**src/rtl/unified_mem_arbiter_pkg.sv**
```systemverilog
// Shared widths and FSM state encoding for the unified instruction/data memory arbiter.
package unified_mem_arbiter_pkg;

   localparam int WORD  = 32;
   localparam int ADDR  = 32;
   localparam int W_OPR = 32;

   typedef enum logic [1:0] {
      S_IDLE  = 2'd0,
      S_LDST  = 2'd1,
      S_FETCH = 2'd2,
      S_DONE  = 2'd3
   } state_e;

   function automatic int max_w(input int a, input int b);
      return (a > b) ? a : b;
   endfunction

endpackage

```
**src/rtl/unified_mem_arbiter.sv**
```systemverilog
// Serialises one load/store access and one instruction fetch per core step onto a
// single-port variable-latency memory, stalling the core until both have completed.
module unified_mem_arbiter
   import unified_mem_arbiter_pkg::*;
#(
   parameter int P_WORD  = WORD,
   parameter int P_ADDR  = ADDR,
   parameter int P_W_OPR = W_OPR,
   parameter int P_RD_W  = max_w(P_WORD, P_W_OPR)
) (
   input  logic               clk,
   input  logic               reset,
   input  logic [P_ADDR-1:0]  inst_addr_i,
   output logic [P_WORD-1:0]  inst_o,
   input  logic               ldst_req_i,
   input  logic               ldst_write_i,
   input  logic [P_ADDR-1:0]  ldst_addr_i,
   input  logic [P_W_OPR-1:0] ldst_data_i,
   output logic [P_W_OPR-1:0] ldst_data_o,
   input  logic               hlt_i,
   output logic               stall_o,
   output logic               mem_req_o,
   output logic               mem_we_o,
   output logic [P_ADDR-1:0]  mem_addr_o,
   output logic [P_W_OPR-1:0] mem_wdata_o,
   input  logic [P_RD_W-1:0]  mem_rdata_i,
   input  logic               mem_ack_i
);

   state_e             state_q;
   logic [P_ADDR-1:0]  inst_addr_q;
   logic [P_WORD-1:0]  inst_q;
   logic [P_W_OPR-1:0] ldst_data_q;
   logic               stall_q;
   logic               mem_req_q;
   logic               mem_we_q;
   logic [P_ADDR-1:0]  mem_addr_q;
   logic [P_W_OPR-1:0] mem_wdata_q;

   // The memory-side registers double as the latched load/store request:
   // mem_we_q remembers load vs. store until the data ack arrives.
   always_ff @(posedge clk or posedge reset) begin
      if (reset) begin
         state_q     <= S_IDLE;
         inst_addr_q <= '0;
         inst_q      <= '0;
         ldst_data_q <= '0;
         stall_q     <= 1'b1;
         mem_req_q   <= 1'b0;
         mem_we_q    <= 1'b0;
         mem_addr_q  <= '0;
         mem_wdata_q <= '0;
      end else begin
         case (state_q)
            S_IDLE: begin
               if (!hlt_i) begin
                  inst_addr_q <= inst_addr_i;
                  mem_req_q   <= 1'b1;
                  if (ldst_req_i) begin
                     state_q     <= S_LDST;
                     mem_we_q    <= ldst_write_i;
                     mem_addr_q  <= ldst_addr_i;
                     mem_wdata_q <= ldst_data_i;
                  end else begin
                     state_q    <= S_FETCH;
                     mem_we_q   <= 1'b0;
                     mem_addr_q <= inst_addr_i;
                  end
               end
            end
            S_LDST: begin
               if (mem_ack_i) begin
                  if (!mem_we_q) begin
                     ldst_data_q <= mem_rdata_i[P_W_OPR-1:0];
                  end
                  // Request stays high; the fetch starts on the very next cycle.
                  mem_we_q   <= 1'b0;
                  mem_addr_q <= inst_addr_q;
                  state_q    <= S_FETCH;
               end
            end
            S_FETCH: begin
               if (mem_ack_i) begin
                  inst_q    <= mem_rdata_i[P_WORD-1:0];
                  mem_req_q <= 1'b0;
                  stall_q   <= 1'b0;
                  state_q   <= S_DONE;
               end
            end
            S_DONE: begin
               stall_q <= 1'b1;
               state_q <= S_IDLE;
            end
            default: begin
               state_q <= S_IDLE;
            end
         endcase
      end
   end

   assign inst_o      = inst_q;
   assign ldst_data_o = ldst_data_q;
   assign stall_o     = stall_q;
   assign mem_req_o   = mem_req_q;
   assign mem_we_o    = mem_we_q;
   assign mem_addr_o  = mem_addr_q;
   assign mem_wdata_o = mem_wdata_q;

endmodule

```
**config.mk**
```make
export PLATFORM = sky130hd
export DESIGN_NAME = unified_mem_arbiter
export DESIGN_NICKNAME = d
export VERILOG_FILES = /design/src/rtl/unified_mem_arbiter_pkg.sv /design/src/rtl/unified_mem_arbiter.sv
export SDC_FILE = /design/constraint.sdc
export NUM_CORES = 1
export LEC_CHECK = 0
export ABC_AREA = 1
export CORE_UTILIZATION = 45
export CTS_BUF_LIST = sky130_fd_sc_hd__clkbuf_8
export CTS_CLUSTER_DIAMETER = 50
export DETAILED_ROUTE_END_ITERATION = 7
export PLACE_DENSITY = 0.85
export SLEW_MARGIN = 10
export SYNTH_ARGS = -nofsm -noshare
export SYNTH_HDL_FRONTEND = slang
export SYNTH_SLANG_ARGS = --single-unit
export TNS_END_PERCENT = 100
```
**constraint.sdc**
```tcl
create_clock -name clk -period 6.2 [get_ports clk]
set_clock_uncertainty 0.05 [all_clocks]
set_input_delay 1.24 -clock clk [delete_from_list [all_inputs] [get_ports clk]]
set_output_delay 1.24 -clock clk [all_outputs]
set_load 0.01 [all_outputs]
```
==> flow_summary_export.csv <==
group,metric,value,unit
timing,maxSlewHeadroom,30.7,%
grt,grt_util_met1,28.5,%
timing,clock.fmax,0.318,GHz
clock_network,ctsHoldBuffers,0,
timing,rsz0062_at_grt,"false",
synthesis,netlist_instances,900,
die,die_h,130,µm
grt,grt_pass1_wl,30500,µm
timing,setup_tns,0,ns
worst_setup_path,cp-startpoint,"ldst_req_i",
synthesis,synthTopCellsByArea,"dfrtp_1 (56%), nand2_1 (19%), o21ai_0 (6.9%), inv_1 (6.9%), o21ai_2 (3.8%)",
worst_setup_path,crit_required,6.48,ns
timing,final_min_period_over_clock_period,50.7,%
layout,multi_input_area,2480,µm²
timing,final_hold_viol_count,0,
grt,use_met3,7.30,%
timing,finalSetupViolations,0,
grt,grt_max_degree,66,
grt,antenna_found_initial,0,
synthesis,netlist_area,7380,µm²
min_path,worstHoldPathType,"flop to flop",
route,vias_per_cell,4.68,
die,io_pins,265,
grt,grt_pass1_vias,6301,
layout,drive_gt1_share,6.75,%
synthesis,synth_top_cell_area_share,55.6,%
placement,place_area,10100,µm²
grt,met2_usage,39.7,%
route,avgRoutedWirePerCell,14.2,µm
die,start_util,46.3,%
layout,nFillCells,1283,
worst_setup_path,worstRegToRegCells,9,
run,maxCapViolations,0,
clock_network,htreeDepth,4,
worst_setup_path,r2r_start,"state_q[1]",
placement,portBuffers,264,
timing,finalCriticalPeriod,3.14,ns
layout,seqCellArea,4130,µm²
worst_setup_path,regToRegEndpoint,"mem_addr_o[5]",
power,vdd_drop_max,0.000260,V
worst_setup_path,crit_path_max_incr_delay,0.80,ns
clock_network,root_buffer,"clkbuf_8",
synthesis,synth_seq_area_share,56.0,%
power,p_leak,5.36,nW
worst_setup_path,ff2ff_setup_slack,3.24,ns
route,vias,6423,
synthesis,syn_nets,1041,
synthesis,ys_ff_latch,165,
layout,syn_to_final_growth,42.0,%
synthesis,synth_largest_area_cell,"dfrtp_1",
placement,place_congestion,0.780,
run_status,status,"finished clean",
worst_setup_path,cp_max_fo,64,
worst_setup_path,cp_slowest_cell,"nand3_2",
worst_setup_path,startpoint_type,"primary input",
clock_network,tritoncts,"built",
layout,nNetsFinal,1283,
worst_setup_path,endpoint,"mem_wdata_o[3]",
synthesis,synth_area_per_cell,8.20,µm²
route,drc,0,
route,dr.pass1.iters,5,
clock_network,cts_resized,0,
timing,slew_violations,0,
synthesis,yosys_warnings,0,
layout,final_common_cell,"nand2_1",
die,rows,46,
die,core,15900,µm²
layout,stdcell_area,10500,µm²
synthesis,synthDistinctLibCells,19,
grt,grt_usage,23.6,%
clock_network,numCtsBuffers,17,
route,ant_nets,0,
worst_setup_path,worstPathArrival,3.42,ns
clock_network,cts_setup_buffers,0,
power,power-per-cell-area,471,nW/µm²
route,drtIter0Drc,387,
grt,top_usage_layer,"met2",
clock_network,clock_path_buffers,2,
placement,hpwlAfterDp,13300,µm
timing,worst_slew_pin_slew,1.04,ns
route,wirelength,19500,µm
die,die_x,130,µm
worst_setup_path,crit_type,"primary input to flop",
clock_network,clkSinkCount,165,
die,die-area,16900,µm²
layout,final_cell_mix,"nand2_1 (369), clkdlybuf4s50_1 (264), dfrtp_1 (164)",
clock_network,clk_latency,0.44,ns
layout,num_antenna_cells,0,
grt,gr-total-overflow,0,
clock_network,clk_pin_slew,0.09,ns
worst_setup_path,endpoint_kind,"flop",
worst_setup_path,worstPathCellList,"clkdlybuf4s50_1 -> buf_4 -> nand3_2 -> o21ai_0",
[routing by layer]
layer	wire [µm]	part of all wire (%)	vias up
met5	0	0	-
met4	337	1.7	0
met3	1720	8.8	24
met2	9330	48	245
met1	8090	42	2949
li1	-	-	3205
[state kept, by name (all words and copies together), names as in the netlist]
register and flops:
inst_addr_q 32, inst_o 32, ldst_data_o 32, mem_addr_o 32, mem_wdata_o 32, state_q 2, mem_req_o 1, mem_we_o 1
stall_o 1
[final cells by class]
type / count / share of cell area [%]
Multi-Input combinational cell: 551 / 23.7
Sequential cell: 165 / 39.4
Clock inverter: 10 / 0.907
Timing Repair Buffer: 269 / 25.6
Tap cell: 216 / 2.58
Inverter: 138 / 4.99
Clock buffer: 22 / 2.89
[logic make-up (layout without fill, tap and decap cells)]
family	count (synthesis)	in the layout	share of synthesized area (%)
simple gates	409	409	21.6
buf+inv	184	439	10.5
flops	165	165	56.0
compound gates	135	135	10.8
fa+ha+maj	7	7	1.19
[power by group]
part | internal [W] | switching (W) | leakage [nW]
sequential | 0.00159 | 0.000289 | 2.05
clock | 0.000373 | 0.000401 | 0.195
combinational | 0.00111 | 0.00117 | 3.11
[synth_stat cells]
cell type,n
nand2_1,371
dfrtp_1,164
inv_1,135
o21ai_0,102
nand3_1,33
o21ai_2,32
clkbuf_1,21
buf_2,14
buf_6,7
ha_1,7
buf_4,4
inv_2,3
dfstp_2,1
nand2_2,1
nand3_2,1
nand3b_1,1
nor2_1,1
o21ai_1,1
or2_1,1
[critical path: cells and delay by family]
kind	cells	cell delay, ns
simple gates	1	0.80
compound gates	1	0.50
buf+inv	2	0.84
[worst min-delay path by stage]
| stage | startpoint | to | slack (ns) | cells after the start |
|---|---|---|---|---|
| floorplan | inst_addr_q[25] | inst_addr_q[25] | 0.40 | 2 |
| global placement | mem_req_o | mem_req_o | 0.41 | 2 |
| detailed placement | mem_addr_o[13] | mem_addr_o[13] | 0.41 | 2 |
| CTS | stall_o | stall_o | 0.43 | 2 |
| global route | inst_addr_q[7] | inst_addr_q[7] | 0.46 | 2 |
| finish | mem_addr_o[13] | mem_addr_o[13] | 0.43 | 2 |
[metrics by stage]
| step | hold slack (ns) | std cells | util [%] | total power (W) | worst slack [ns] |
|---|---|---|---|---|---|
| 5_1_grt | 0.458 | 1371 | 65.7 | 0.00530 | 2.82 |
| 4_1_cts | 0.433 | 1371 | 65.7 | 0.00498 | 3.10 |
| 3_5_place_dp | 0.414 | 1339 | 63.2 | 0.00418 | 2.59 |
| 6_report | 0.428 | 1371 | 65.7 | 0.00493 | 3.06 |
| 2_1_floorplan | 0.403 | 900 | - | 0.00304 | 0.450 |
| 3_3_place_gp | 0.407 | 1339 | 63.2 | 0.00410 | 2.75 |
No activity file was read; power rests on OpenSTA's default activity.
